## src/rtl/pucch_block_encoder_pkg.sv

```systemverilog
// pucch_block_encoder_pkg: shared constants, FSM state type and reference
// encoder for the (20,A) PUCCH Reed-Muller block code.
//   RM_BASIS[i] holds row i of the basis table, M(i,0) in the MSB.
//   rm_encode(bits, a) returns b[19:0], b_i = XOR over n<a of a_n & M(i,n),
//   with a_n = bits[15-n] (MSB-first info word).
package pucch_block_encoder_pkg;

    localparam int NUM_SYMBOLS_C   = 20;
    localparam int MAX_INFO_BITS_C = 13;

    typedef enum logic [1:0] {IDLE, ENCODE, SEND} state_t;

    localparam logic [12:0] RM_BASIS [NUM_SYMBOLS_C] = '{
        13'b1100000000110,
        13'b1110000001110,
        13'b1001001011111,
        13'b1011000010111,
        13'b1111000100111,
        13'b1100101110111,
        13'b1010101011111,
        13'b1001100110111,
        13'b1101100101111,
        13'b1011101001111,
        13'b1010011101111,
        13'b1110011010111,
        13'b1001010111111,
        13'b1101010101111,
        13'b1000110100101,
        13'b1100111101101,
        13'b1110111001011,
        13'b1001110010011,
        13'b1101111100000,
        13'b1000011000000
    };

    function automatic logic [NUM_SYMBOLS_C-1:0] rm_encode(logic [15:0] bits, int a);
        logic [NUM_SYMBOLS_C-1:0] b;
        b = '0;
        for (int i = 0; i < NUM_SYMBOLS_C; i++)
            for (int n = 0; n < MAX_INFO_BITS_C; n++)
                if (n < a)
                    b[i] = b[i] ^ (bits[15-n] & RM_BASIS[i][12-n]);
        return b;
    endfunction

endpackage

```

## src/rtl/pucch_block_encoder_if.sv

```systemverilog
// pucch_block_encoder_if: info-word input stream and coded-symbol output stream.
//   code_length     A, sampled with the input handshake
//   s_axis_*        16-bit info word stream (tlast ignored)
//   m_axis_*        DATA_WIDTH-bit symbol stream, tlast on the last symbol
//   master: the side feeding words and consuming symbols; slave: the encoder.
interface pucch_block_encoder_if #(parameter int DATA_WIDTH = 8);

    logic [7:0]            code_length;
    logic [15:0]           s_axis_tdata;
    logic                  s_axis_tvalid;
    logic                  s_axis_tready;
    logic                  s_axis_tlast;
    logic [DATA_WIDTH-1:0] m_axis_tdata;
    logic                  m_axis_tvalid;
    logic                  m_axis_tready;
    logic                  m_axis_tlast;

    modport master (
        output code_length, s_axis_tdata, s_axis_tvalid, s_axis_tlast, m_axis_tready,
        input  s_axis_tready, m_axis_tdata, m_axis_tvalid, m_axis_tlast
    );

    modport slave (
        input  code_length, s_axis_tdata, s_axis_tvalid, s_axis_tlast, m_axis_tready,
        output s_axis_tready, m_axis_tdata, m_axis_tvalid, m_axis_tlast
    );

endinterface

```

## src/rtl/pucch_block_encoder_core.sv

```systemverilog
// block_enc_core: combinational 13x20 GF(2) matrix product of the info word
// with the Reed-Muller basis; the caller registers the result.
//   bits  in  16  info word, a_n at bit [15-n]
//   a     in  4   number of info bits, already clamped to 0..13
//   code  out 20  codeword, b_i at bit i
module block_enc_core
    import pucch_block_encoder_pkg::*;
(
    input  logic [15:0]              bits,
    input  logic [3:0]               a,
    output logic [NUM_SYMBOLS_C-1:0] code
);

    always_comb code = rm_encode(bits, int'(a));

endmodule

```

## src/rtl/pucch_block_encoder.sv

```systemverilog
// pucch_block_encoder: (20,A) PUCCH Reed-Muller encoder with antipodal soft output.
//   clk   in  1   clock
//   arst  in  1   asynchronous active-high reset
//   bus   slave modport of pucch_block_encoder_if (info word in, symbols out)
// Build option BLOCK_ENC_HARD_BITS_EN: when defined, symbols are the raw code
// bits {0..0, b_i} instead of +/-AMPLITUDE; handshake and timing are unchanged.
module pucch_block_encoder
    import pucch_block_encoder_pkg::*;
#(
    parameter int DATA_WIDTH    = 8,
    parameter int NUM_SYMBOLS   = 20,
    parameter int MAX_INFO_BITS = 13,
    parameter int AMPLITUDE     = 64
) (
    input logic                 clk,
    input logic                 arst,
    pucch_block_encoder_if.slave bus
);

    state_t                   state;
    logic [15:0]              info;
    logic [3:0]               a_len;
    logic [NUM_SYMBOLS_C-1:0] codeword;
    logic [NUM_SYMBOLS_C-1:0] code;
    logic [4:0]               cnt;
    logic [4:0]               cnt_next;
    logic [DATA_WIDTH-1:0]    m_tdata;
    logic                     m_tvalid;
    logic                     m_tlast;
    logic                     unused_tlast;

`ifndef BLOCK_ENC_HARD_BITS_EN
    localparam logic [DATA_WIDTH-1:0] POS = DATA_WIDTH'(AMPLITUDE);
    localparam logic [DATA_WIDTH-1:0] NEG = DATA_WIDTH'(-AMPLITUDE);
`endif

    // positive symbol carries bit 0, matching the decoder's convention
    function automatic logic [DATA_WIDTH-1:0] to_sym(logic b);
`ifdef BLOCK_ENC_HARD_BITS_EN
        return {{(DATA_WIDTH-1){1'b0}}, b};
`else
        return b ? NEG : POS;
`endif
    endfunction

    block_enc_core u_core (
        .bits (info),
        .a    (a_len),
        .code (code)
    );

    assign cnt_next           = cnt + 5'd1;
    assign unused_tlast       = bus.s_axis_tlast;
    assign bus.s_axis_tready  = state == IDLE;
    assign bus.m_axis_tdata   = m_tdata;
    assign bus.m_axis_tvalid  = m_tvalid;
    assign bus.m_axis_tlast   = m_tlast;

    always_ff @(posedge clk or posedge arst) begin
        if (arst) begin
            state    <= IDLE;
            info     <= '0;
            a_len    <= '0;
            codeword <= '0;
            cnt      <= '0;
            m_tdata  <= '0;
            m_tvalid <= 1'b0;
            m_tlast  <= 1'b0;
        end else begin
            case (state)
                IDLE: if (bus.s_axis_tvalid) begin
                    info  <= bus.s_axis_tdata;
                    a_len <= bus.code_length > 8'(MAX_INFO_BITS) ? 4'(MAX_INFO_BITS) : bus.code_length[3:0];
                    state <= ENCODE;
                end
                ENCODE: begin
                    codeword <= code;
                    state    <= SEND;
                end
                SEND: if (!m_tvalid) begin
                    // first SEND cycle loads symbol 0 so valid appears two cycles after accept
                    m_tvalid <= 1'b1;
                    m_tdata  <= to_sym(codeword[cnt]);
                    m_tlast  <= cnt == 5'(NUM_SYMBOLS - 1);
                end else if (bus.m_axis_tready) begin
                    if (m_tlast) begin
                        m_tvalid <= 1'b0;
                        m_tlast  <= 1'b0;
                        cnt      <= '0;
                        state    <= IDLE;
                    end else begin
                        cnt     <= cnt_next;
                        m_tdata <= to_sym(codeword[cnt_next]);
                        m_tlast <= cnt_next == 5'(NUM_SYMBOLS - 1);
                    end
                end
                default: state <= IDLE;
            endcase
        end
    end

endmodule

```

## src/flat_wrapper.sv

```systemverilog
// flat-port wrapper written by rule: the top's interface ports become plain ports
module pucch_block_encoder_flat import pucch_block_encoder_pkg::*;
#(
    parameter int DATA_WIDTH    = 8,
    parameter int NUM_SYMBOLS   = 20,
    parameter int MAX_INFO_BITS = 13,
    parameter int AMPLITUDE     = 64
)
  (clk, arst, bus_code_length, bus_s_axis_tdata, bus_s_axis_tvalid, bus_s_axis_tlast, bus_m_axis_tready, bus_s_axis_tready, bus_m_axis_tdata, bus_m_axis_tvalid, bus_m_axis_tlast);
  pucch_block_encoder_if #(.DATA_WIDTH(DATA_WIDTH)) bus_i ();
  input logic clk;
  input logic arst;
  input wire logic [$bits(bus_i.code_length)-1:0] bus_code_length;
  input wire logic [$bits(bus_i.s_axis_tdata)-1:0] bus_s_axis_tdata;
  input wire logic [$bits(bus_i.s_axis_tvalid)-1:0] bus_s_axis_tvalid;
  input wire logic [$bits(bus_i.s_axis_tlast)-1:0] bus_s_axis_tlast;
  input wire logic [$bits(bus_i.m_axis_tready)-1:0] bus_m_axis_tready;
  output wire logic [$bits(bus_i.s_axis_tready)-1:0] bus_s_axis_tready;
  output wire logic [$bits(bus_i.m_axis_tdata)-1:0] bus_m_axis_tdata;
  output wire logic [$bits(bus_i.m_axis_tvalid)-1:0] bus_m_axis_tvalid;
  output wire logic [$bits(bus_i.m_axis_tlast)-1:0] bus_m_axis_tlast;
  assign bus_i.code_length = bus_code_length;
  assign bus_i.s_axis_tdata = bus_s_axis_tdata;
  assign bus_i.s_axis_tvalid = bus_s_axis_tvalid;
  assign bus_i.s_axis_tlast = bus_s_axis_tlast;
  assign bus_i.m_axis_tready = bus_m_axis_tready;
  assign bus_s_axis_tready = bus_i.s_axis_tready;
  assign bus_m_axis_tdata = bus_i.m_axis_tdata;
  assign bus_m_axis_tvalid = bus_i.m_axis_tvalid;
  assign bus_m_axis_tlast = bus_i.m_axis_tlast;
  pucch_block_encoder #(.DATA_WIDTH(DATA_WIDTH), .NUM_SYMBOLS(NUM_SYMBOLS), .MAX_INFO_BITS(MAX_INFO_BITS), .AMPLITUDE(AMPLITUDE)) u_core (.clk(clk), .arst(arst), .bus(bus_i));
endmodule
```

## config.mk

```make
export PLATFORM = sky130hd
export DESIGN_NAME = pucch_block_encoder_flat
export DESIGN_NICKNAME = d
export VERILOG_FILES = /design/src/rtl/pucch_block_encoder_pkg.sv /design/src/rtl/pucch_block_encoder_if.sv /design/src/rtl/pucch_block_encoder_core.sv /design/src/rtl/pucch_block_encoder.sv /design/src/flat_wrapper.sv
export SDC_FILE = /design/constraint.sdc
export NUM_CORES = 1
export LEC_CHECK = 0
export ABC_AREA = 1
export CAP_MARGIN = 0
export CORE_MARGIN = 1
export CORE_UTILIZATION = 50
export DETAILED_ROUTE_END_ITERATION = 10
export PLACE_DENSITY_LB_ADDON = 0.12
export SLEW_MARGIN = 10
export SYNTH_ARGS = -nofsm -noshare
export SYNTH_HDL_FRONTEND = slang
export SYNTH_HIERARCHICAL = 1
export SYNTH_SLANG_ARGS = --single-unit
```

## constraint.sdc

```tcl
create_clock -name clk -period 2.4 [get_ports clk]
set_input_delay 0.48 -clock clk [delete_from_list [all_inputs] [get_ports clk]]
set_output_delay 0.48 -clock clk [all_outputs]
set_load 0.01 [all_outputs]
```

=== After elaboration in Yosys (flattened, before gate mapping) ===
Cells that the tools add are included.
Widths: inputs -> output; s select.

* Add/subtract/negate cells: 1
* Magnitude comparators: 16
* Equality and inequality tests: 10
* Multiplexer cells: 133
* Bitwise logic cells: 110
* Reductions and logical operators: 6

{| class="wikitable"
|+ Operator list
! cell !! count
|-
| $mux 1 || 119
|-
| $xor 1x1->1 || 110
|-
| $mux 8 || 5
|-
| $lt 4x4->1 const A || 5
|-
| $lt 3x4->1 const A || 4
|-
| $lt 5x6->1 const B || 2
|-
| $bmux 1 s5 || 2
|-
| $eq 5x5->1 const B || 2
|-
| $gt 8x4->1 const B || 1
|-
| $lt 1x4->1 const A || 2
|-
| $lt 2x4->1 const A || 2
|-
| $mux 2 || 4
|-
| $ne 2x2->1 const B || 4
|-
| $pmux 2 s3 || 1
|-
| $reduce_and 3->1 || 2
|-
| $add 5x1->5 const B || 1
|-
| $mux 5 || 1
|-
| $mux 4 || 1
|-
| $ne 2x1->1 const B || 2
|-
| $reduce_and 2->1 || 2
|-
| $reduce_and 4->1 || 1
|-
| $eq 2x1->1 const B || 1
|-
| $eq 2x2->1 const B || 1
|-
| $logic_not 2->1 || 1
|}

* Register bits: 57
* Bits of input ports: 29
* Output and inout port bits: 11
* Logic and storage cells: 284

=== Longest topological paths before layout ===
* Depth in word-level cells: 18
* Depth in mapped cells: 15
* Depth with buffers taken out: 15

=== Cells and area by module ===
The synthesis kept the hierarchy.

{| class="wikitable"
|+ By module, submodules not included
! module !! instances !! cells each !! area an instance (µm²)
|-
| pucch_block_encoder || 1 || 334 || 2543.7
|-
| block_enc_core || 1 || 312 || 1525.2
|}

=== Worst setup path after synthesis ===
OpenSTA, ideal clock, no wires.

* Path type: register to register
* Start: reg u_core.a_len[1]
* End: reg u_core.codeword[16]
* Library setup time: 0.125 ns
* Arrival: 1.689 ns
* Required time: 2.275 ns
* Path slack: 0.586 ns
* Cell stages (with the launch flop): 12
* Path buffers: 0
* Clock period less this slack: 1.814 ns
* Cell sequence: dfrtp_1 nor2_2 nand2_2 nand2_2 nand2_4 nand2_4 nand2_2 nand3b_1 nand2_1 nand2_1 nand2_1 mux2_2

* Cells in the longest elaborated chain, start to end: 18

{| class="wikitable"
|+ Ends and longest elaborated chain
! item !! RTL line !! text
|-
| start, declared || pucch_block_encoder.sv:22 || <nowiki>logic [3:0] a_len;</nowiki>
|-
| start signal, assigned || pucch_block_encoder.sv:73 || <nowiki>a_len <= bus.code_length > 8'(MAX_INFO_BITS) ? 4'(MAX_INFO_BITS) : bus.code_length[3:0];</nowiki>
|-
| $lt 1x4->1 || pucch_block_encoder_pkg.sv:41 || <nowiki>if (n < a)</nowiki>
|-
| $mux 1 || pucch_block_encoder_pkg.sv:41 ||
|-
| $xor 1x1->1 || pucch_block_encoder_pkg.sv:42 || <nowiki>b[i] = b[i] ^ (bits[15-n] & RM_BASIS[i][12-n]);</nowiki>
|-
| $mux 1 || pucch_block_encoder_pkg.sv:41 ||
|-
| $xor 1x1->1 || pucch_block_encoder_pkg.sv:42 ||
|-
| $mux 1 || pucch_block_encoder_pkg.sv:41 ||
|-
| $xor 1x1->1 || pucch_block_encoder_pkg.sv:42 ||
|-
| $mux 1 || pucch_block_encoder_pkg.sv:41 ||
|-
| [... 3 more ...] || n/a ||
|-
| $mux 1 || pucch_block_encoder_pkg.sv:41 ||
|-
| $xor 1x1->1 || pucch_block_encoder_pkg.sv:42 ||
|-
| $mux 1 || pucch_block_encoder_pkg.sv:41 ||
|-
| $xor 1x1->1 || pucch_block_encoder_pkg.sv:42 ||
|-
| $mux 1 || pucch_block_encoder_pkg.sv:41 ||
|-
| $xor 1x1->1 || pucch_block_encoder_pkg.sv:42 ||
|-
| $mux 1 * || pucch_block_encoder_pkg.sv:41 ||
|-
| named net u_core.code[16] || pucch_block_encoder.sv:24 || <nowiki>logic [NUM_SYMBOLS_C-1:0] code;</nowiki>
|-
| end signal, assigned || pucch_block_encoder.sv:77 || <nowiki>codeword <= code;</nowiki>
|-
| end, declared || pucch_block_encoder.sv:23 || <nowiki>logic [NUM_SYMBOLS_C-1:0] codeword;</nowiki>
|}

Mark *: on every way through the listed nets, which the timed path passes. The rest lies on a longest branch.
A chain may end at the register's enable or synchronous reset.

=== Final worst setup path ===
* Start: reg u_core.a_len[3]
* End: reg u_core.codeword[18]

* Cells in the longest elaborated chain, start to end: 14

{| class="wikitable"
|+ Ends and longest elaborated chain
! item !! RTL line
|-
| $lt 1x4->1 || pucch_block_encoder_pkg.sv:41
|-
| $mux 1 || pucch_block_encoder_pkg.sv:41
|-
| $xor 1x1->1 || pucch_block_encoder_pkg.sv:42
|-
| $mux 1 || pucch_block_encoder_pkg.sv:41
|-
| $xor 1x1->1 || pucch_block_encoder_pkg.sv:42
|-
| $mux 1 || pucch_block_encoder_pkg.sv:41
|-
| $xor 1x1->1 || pucch_block_encoder_pkg.sv:42
|-
| $mux 1 || pucch_block_encoder_pkg.sv:41
|-
| $xor 1x1->1 || pucch_block_encoder_pkg.sv:42
|-
| $mux 1 || pucch_block_encoder_pkg.sv:41
|-
| $xor 1x1->1 || pucch_block_encoder_pkg.sv:42
|-
| $mux 1 || pucch_block_encoder_pkg.sv:41
|-
| $xor 1x1->1 || pucch_block_encoder_pkg.sv:42
|-
| $mux 1 * || pucch_block_encoder_pkg.sv:41
|-
| named net u_core.code[18] || pucch_block_encoder.sv:24
|}

Marks and branches as above.

==> results.md <==
- Result of the run: complete, no violations
- Fin. Hold Viols: 0
- I/O pins: 40
- Worst-Skew Late Latency: 0.31 ns
- Final GP Congestion: 0.9617
- Largest net degree at the start of global routing: 49
- Worst path cell trace: inv_1 > nand2_1 > nand2_1 > nor2_2 > nand3_1 > nand3_1 > nand3_1 > nand2_1 > inv_1 > mux2_2
- Num CTS Buffers: 5
- Initial core utilization: 51.51%
- Pwr Density: 1695 mW/mm^2
- RSZ-0062 raised after global routing: false
- Max clock buf depth: 2
- R2R setup slack: 0.21 ns
- DP HPWL: 7811 um
- Worst-path clk slew: 0.10 ns
- Ys Warns: 6
- Via/cell ratio: 5.172
- Setup tns final: 0 ns
- Filler Cells Inserted: 757
- Slew margin rel.: 58.89%
- Number of buffers and inverters on the critical path: 2
- Core area: 0.007687 mm^2
- Crit. End Element: register
- GR Util All Layers: 25.74%
- H-tree Lvls: 2
- Hold-fix buffers, CTS: 0
- CP peak stage delay: 0.60 ns
- Max-cap viol count: 0
- Worst-path fanout max: 11
- DR DRC count: 0
- Fmax: 0.4571 GHz
- Cells after Synth: 634
- Routed WL per cell: 12.99 um
- Post-CTS Setup Bufs: 0
- Layout net count: 695
- Avg Synthesized Cell Area: 6.246 um^2
- Layout cells sized above 1: 8.120%
- Worst path required time: 2.60 ns
- P&R area growth vs syn: 13.21%
- Fin crit share: 91.16%
- Port Buffers: 29
- Cell area after synthesis: 0.003960 mm^2
- Multi-input gate area: 0.002370 mm^2
- Final wirelength: 9963 um
- Slew Limit Fails: 0
- Setup Skew: 0.008030 ns
- Diodes inserted: 0
- First-pass GRT wire length: 16,990 um
- Startpoint types: register
- Initial antenna violation count: 0
- Slowest CP cell: dfrtp_1
- Hold WC Path Type: reg2reg
- Vias in the first global route: 3,673
- Row count: 32
- CTS root buf: clkbuf_8
- Seq. cell area: 0.001201 mm^2
- Gr ovfl total: 0
- Die outline area: 0.008280 mm^2
- Worst EP arrival: 2.39 ns
- Final core utilization: 58.32%
- Final min period: 2.188 ns
- Worst hold margin: 0.4776 ns
- # setup viols final: 0
- Pre-Repair DR Iteration Count: 5
- CTS tree: done
- Antenna violation net count after detailed routing: 0
- TritonCTS Sinks: 48
- Worst VDD drop: 0.0006152 V
- Critical path type: reg2reg
- CP top delay family: simple AND/OR/NAND/NOR gates
- Actual slew at the worst max-slew pin: 0.6126 ns
- Pleak: 0.002464 uW
- Vias: 3,967
- Die Wd: 91.00 um
- Die height: 91.00 um
- Post-CTS resize count: 0
- Initial DRC count: 183
==> metrics by stage <==
| step | setup WS, ns | cells | power, uW | instance area (um^2) |
|---|---|---|---|---|
| 5_1_grt | 0.03251 | 767 | 8466 | 4483 |
| 2_1_floorplan | 0.5864 | 639 | 5569 | 3979 |
| 6_report | 0.2122 | 767 | 7600 | 4483 |
| 4_1_cts | 0.2511 | 767 | 7576 | 4483 |
| 3_3_place_gp | 0.2811 | 759 | 6724 | 4345 |
| 3_5_place_dp | 0.2652 | 759 | 6830 | 4345 |
==> placed cells by master (no fill, tap or decap), types with 3 or more instances in the layout <==
cell type / n
a21oi_1: 23
clkbuf_8: 5
o21ai_1: 3
conb_1: 6
xnor2_1: 7
inv_1: 67
xor2_1: 14
clkdlybuf4s50_1: 29
nand2_4: 4
o211ai_1: 3
nand3b_1: 3
nand2_2: 5
inv_2: 6
o21ai_0: 13
o22ai_1: 5
nand3_2: 4
nor2_1: 40
dfrtp_1: 48
buf_4: 10
nor2_2: 5
mux2_2: 3
nand3_1: 82
nand2_1: 255
==> routing by layer <==
| layer | track usage [%] | wire (um) | up-vias |
|---|---|---|---|
| met5 | 0 | 0 | - |
| met4 | 11.24 | 365 | 0 |
| met3 | 3.601 | 470 | 33 |
| met2 | 44.13 | 4813 | 121 |
| met1 | 32.26 | 4313 | 1774 |
| li1 | - | - | 2039 |
==> layout make-up <==
class,count,area share [%]
sequential,48,26.79
clock buffer,5,1.535
clock inverter,3,1.535
multi-input combinational,495,52.86
timing repair buffer,39,8.150
inverter,75,6.280
tap,102,2.847
==> report_power, final <==
| part | total [uW] | switching (uW) | internal [uW] |
|---|---|---|---|
| logic | 5340 | 3450 | 1890 |
| registers | 1540 | 356 | 1190 |
| clock network | 721 | 301 | 420 |
==> path summary, 6_finish.rpt <==
| path | to | startpoint | depth (start not counted) |
|---|---|---|---|
| min in group asynchronous | u_core/info[10]$_DFFE_PP0P_ | arst | 3 |
| max in group asynchronous | u_core/codeword[2]$_DFFE_PP0N_ | arst | 3 |
| hold reg to reg | u_core/bus.m_axis_tdata[6]$_DFFE_PP0P_ | u_core/bus.m_axis_tdata[6]$_DFFE_PP0P_ | 1 |
| setup reg to reg | u_core/codeword[18]$_DFFE_PP0N_ | u_core/a_len[3]$_DFFE_PP0P_ | 10 |
| hold / removal | u_core/bus.m_axis_tdata[6]$_DFFE_PP0P_ | u_core/bus.m_axis_tdata[6]$_DFFE_PP0P_ | 1 |
| setup / recovery | u_core/codeword[18]$_DFFE_PP0N_ | u_core/a_len[3]$_DFFE_PP0P_ | 10 |
==> registers in the layout, indices dropped and copies added, names as in the netlist <==
name,count
u_core/codeword,20
u_core/info,13
u_core/cnt,5
u_core/a_len,4
u_core/bus.m_axis_tdata,2
u_core/state,2
u_core/bus.m_axis_tlast,1
u_core/bus.m_axis_tvalid,1
No activity file was read; power rests on OpenSTA's default activity.
==> patch 1: new RTL, same flow settings <==
`MAX_INFO_BITS_C`: 13 -> 9.
--- a/src/rtl/pucch_block_encoder_pkg.sv
+++ b/src/rtl/pucch_block_encoder_pkg.sv
@@ -7,5 +7,5 @@
 
     localparam int NUM_SYMBOLS_C   = 20;
-    localparam int MAX_INFO_BITS_C = 13;
+    localparam int MAX_INFO_BITS_C = 9;
 
     typedef enum logic [1:0] {IDLE, ENCODE, SEND} state_t;
Formal check against the unedited RTL: not equivalent (a bounded check fails within 4 cycles, from zero or initial values and one cycle with arst high).
==> patch 1 against the unedited design <==
Worst hold slack improved by 0.0049 ns; area after synthesis down 23%; clock skew shrank 0.0047 ns; final area decreased by 23%; routed wire length down 38%; via count down 34%; sequential power decreased by 14%; fmax rose by 17%; total power shrank 33%; worst setup slack better by 0.32 ns; count of clock-buffer cells in the layout is 1 higher; sequential cell count down 4; critical path type is now flop to primary output; critical endpoint is now bus_m_axis_tvalid.
==> patch 1: results (changes against the unedited design) <==
| Metric | Value |
|---|---|
| Initial core utilization | `51.6% (was 51.5%)` |
| # diodes | `0 (unchanged)` |
| HP Class | `flop to flop (unchanged)` |
| Port buffer count | `25 (was 29)` |
| Min Hold Slack | `0.483 ns (was 0.478 ns)` |
| DPL Wire Length | `4760 um (was 7810 um)` |
| Hold path start | `u_core/bus.m_axis_tdata[6] (unchanged)` |
| RR Startpoint | `u_core/a_len[3] (unchanged)` |
| Drt wl/cell | `11.5 um (was 13.0 um)` |
| GR Util met1 | `27.7% (was 32.3%)` |
| Initial antenna violation count | `0 (unchanged)` |
| GPL Wtd Cong | `0.881 (was 0.962)` |
| Final Skew | `0.00331 ns (was 0.00803 ns)` |
| Cells on worst reg2reg path | `9 (was 10)` |
| Post-CTS sizing | `0 (unchanged)` |
| Worst rel slew slack | `63.6% (was 58.9%)` |
| DRT iter0 DRCs | `120 (was 183)` |
| CTS Buf Count | `5 (unchanged)` |
| Fillers | `584 (was 757)` |
| Synthesized netlist cell count | `444 (was 634)` |
| End of the worst hold path | `u_core/bus.m_axis_tdata[6] (unchanged)` |
| Worst skew pair latency | `roughly 0.3 ns` |
| Ys Warns | `6 (unchanged)` |
| Slowest cell on crit path | `clkdlybuf4s50_1 (was dfrtp_1)` |
| Postcts setup bufs | `0 (unchanged)` |
| LEAKAGE | `1.81 nW (was 2.46 nW)` |
| RR Endpoint | `u_core/codeword[18] (unchanged)` |
| Run status | `finished, final reports clean (unchanged)` |
| Nets@finish | `495 (was 695)` |
| DR pass1 iterations | `4 (was 5)` |
| Met3 usage | `4.23% (was 3.60%)` |
| Grt met2 use | `37.6% (was 44.1%)` |
| Overall global routing resource usage | `22.0% (was 25.7%)` |
| CTS HTree Levels | `2 (unchanged)` |
| Peak supply drop | `0.000578 V (was 0.000615 V)` |
| Vias in the first global route | `2405 (was 3673)` |
| Layout cell share with drive strength beyond 1 | `9.68% (was 8.12%)` |
| Crit-path max cell delay | `0.60 ns (about the same)` |
| Register-to-register setup slack | `0.54 ns (was 0.21 ns)` |
| Root buffer cell | `clkbuf_8 (unchanged)` |
| Largest net degree at the start of global routing | `45 (was 49)` |
| Via/cell ratio | `4.85 (was 5.17)` |
| First-pass GRT wire length | `10900 um (was 17000 um)` |
| Clock slew at reported path FFs | `0.08 ns (was 0.10 ns)` |
| Biggest regs | `u_core/codeword (20), u_core/info (9), u_core/cnt (5) (was u_core/codeword (20), u_core/info (13), u_core/cnt (5))` |
| Delay-heaviest family, CP | `buffers and inverters (was simple AND/OR/NAND/NOR gates)` |
| Maximum clock insertion buffer count | `2 (unchanged)` |
| Hold depth | `1 (unchanged)` |
| Crit path max fanout | `9 (was 11)` |
## patch 1: per-layer routing
layer	wire length, um	share of wire, %
met2	3080	50
met1	2860	46
met5	0	0
met3	160	2.6
met4	106	1.7
## patch 1: how the worst max path moves through the flow
stage,end,start,slack (ns),depth (start not counted)
floorplan,u_core/bus.m_axis_tdata[7],u_core/cnt[0],0.72,11
global placement,u_core/codeword[18],u_core/a_len[0],0.56,9
detailed placement,u_core/codeword[18],u_core/a_len[3],0.54,9
CTS,bus_m_axis_tvalid,u_core/bus.m_axis_tvalid,0.52,1
global route,u_core/codeword[18],u_core/a_len[0],0.33,9
finish,bus_m_axis_tvalid,u_core/bus.m_axis_tvalid,0.53,1
## patch 1: layout make-up
type	count	area (um^2)	area share, %
clock buffer	6	82.6	2.40
inverter	57	214	6.22
tap	75	93.8	2.73
multi-input combinational	327	1630	47.3
sequential	44	1100	32.0
clock inverter	2	38.8	1.13
timing repair buffer	29	280	8.15
## patch 1: metrics by stage
step           cells  area [um^2]
2_1_floorplan    449         3050
3_3_place_gp     532         3320
3_5_place_dp     532         3320
4_1_cts          540         3440
5_1_grt          540         3440
6_report         540         3440
## patch 1: power by group
| part | leakage [nW] | switching, mW | internal (mW) |
|---|---|---|---|
| Clock | 0.0614 | 0.267 | 0.341 |
| Combinational | 1.23 | 1.99 | 1.19 |
| Sequential | 0.515 | 0.248 | 1.07 |
| Total | 1.81 | 2.51 | 2.59 |
==> patch 2: new RTL, config.mk and constraints unchanged <==
Without the edit above. Reset style: synchronous (`arst`), changed in one clocked block. Comments in the files are not updated.
--- a/src/rtl/pucch_block_encoder.sv
+++ b/src/rtl/pucch_block_encoder.sv
@@ -57,5 +57,5 @@
     assign bus.m_axis_tlast   = m_tlast;
 
-    always_ff @(posedge clk or posedge arst) begin
+    always_ff @(posedge clk) begin
         if (arst) begin
             state    <= IDLE;
Behaviour: differs if arst is asserted again (counterexample within 4 cycles, from zero or initial values and one cycle with arst high); with arst held inactive, the same outputs for 10 cycles.
==> patch 2 against the unedited design <==
Sequential cell count unchanged; critical path depth up 1; via count grew 1.7%; worst hold slack got worse by 0.0013 ns; area after synthesis is 3.6% lower; final area shrank 4.7%; fmax grew 2.5%; worst setup slack improved by 0.052 ns; routed wire length down 4.7%; largest cell class unchanged.
Power is left out: it rests on default switching activity, and per cell area and clock period it moved more than threefold.
==> patch 2: results (changes against the unedited design) <==
| Metric | Value |
|---|---|
| Run status | `finished, final reports clean (unchanged)` |
| First-pass GRT wire length | `15700 um (was 17000 um)` |
| DPL Wire Length | `7540 um (was 7810 um)` |
| DRT iter0 DRCs | `307 (was 183)` |
| Crit-path max cell delay | `0.37 ns (was 0.60 ns)` |
| Ys Warns | `6 (unchanged)` |
| RR Startpoint | `u_core/a_len[3] (unchanged)` |
| Delay-heaviest family, CP | `compound AO/OA/AOI/OAI gates (was simple AND/OR/NAND/NOR gates)` |
| Overall global routing resource usage | `25.2% (was 25.7%)` |
| Slowest cell on crit path | `o21ai_0 (was dfrtp_1)` |
| Layout cell share with drive strength beyond 1 | `7.86% (was 8.12%)` |
| Initial antenna violation count | `0 (unchanged)` |
| DR pass1 iterations | `5 (unchanged)` |
| Worst Path Arrival | `2.32 ns (was 2.39 ns)` |
| Clock slew at reported path FFs | `~0.09 ns` |
| Maxcap violations | `0 (unchanged)` |
| Nets@finish | `705 (was 695)` |
| Vias in the first global route | `3427 (was 3673)` |
| Crit path max fanout | `14 (was 11)` |
| Register-to-register setup slack | `0.26 ns (was 0.21 ns)` |
| Grt met2 use | `41.7% (was 44.1%)` |
| Worst slew pin tran | `0.674 ns (was 0.613 ns)` |
| Cells on worst reg2reg path | `11 (was 10)` |
| CTS Buf Count | `5 (unchanged)` |
| RR Endpoint | `u_core/codeword[11] (was u_core/codeword[18])` |
| Final Skew | `0.00649 ns (was 0.00803 ns)` |
| Largest net degree at the start of global routing | `26 (was 49)` |
| Biggest regs | `u_core/codeword (20), u_core/info (13), u_core/cnt (5) (unchanged)` |
| HP Class | `flop to flop (unchanged)` |
| Port buffer count | `29 (unchanged)` |
| Met3 usage | `3.79% (was 3.60%)` |
| GPL Wtd Cong | `0.908 (was 0.962)` |
| Fillers | `742 (was 757)` |
| Maximum clock insertion buffer count | `2 (unchanged)` |
| # diodes | `0 (unchanged)` |
| GR Util met1 | `34.3% (was 32.3%)` |
| Final wirelength | `9500 um (was 9960 um)` |
| Postcts setup bufs | `0 (unchanged)` |
| Vias | `4034 (was 3967)` |
## patch 2: how the worst min path moves through the flow
stage                                    start                          to  slack [ns]  depth (start not counted)
floorplan                  u_core/codeword[10]         u_core/codeword[10]        0.45                          2
CTS                 u_core/bus.m_axis_tdata[6]  u_core/bus.m_axis_tdata[6]        0.49                          2
finish              u_core/bus.m_axis_tdata[6]  u_core/bus.m_axis_tdata[6]        0.48                          2
detailed placement  u_core/bus.m_axis_tdata[6]  u_core/bus.m_axis_tdata[6]        0.47                          2
global placement    u_core/bus.m_axis_tdata[6]  u_core/bus.m_axis_tdata[6]        0.45                          2
global route        u_core/bus.m_axis_tdata[6]  u_core/bus.m_axis_tdata[6]        0.52                          2
## patch 2: repair_timing
item	CTS	global route
hold buffers	0	0
endpoints found under the hold margin	0	0
endpoints found under the setup margin	0	1
gates resized for setup	0	2
## patch 2: cell type report
type	count	area, um^2	area share [%]
clock buffer	6	82.6	1.93
clock inverter	1	8.76	0.205
tap	99	124	2.90
inverter	73	274	6.41
sequential	48	963	22.5
multi-input combinational	505	2440	57.1
timing repair buffer	41	380	8.90
## patch 2: routing by layer
metal	wire length (um)	share of wire, %	vias up
met3	474	5.0	14
li1	-	-	2107
met4	184	1.9	0
met1	4530	48	1780
met5	0	0	-
met2	4310	45	133
## patch 2: through the flow
| stage | setup WS, ns | cells | cell area (um^2) | utilization, % |
|---|---|---|---|---|
| floorplan | 0.701 | 654 | 3830 | - |
| global placement | 0.312 | 766 | 4180 | 57.0 |
| detailed placement | 0.275 | 766 | 4180 | 57.0 |
| CTS | 0.253 | 773 | 4270 | 58.3 |
| global route | 0.0596 | 773 | 4270 | 58.3 |
| finish | 0.265 | 773 | 4270 | 58.3 |
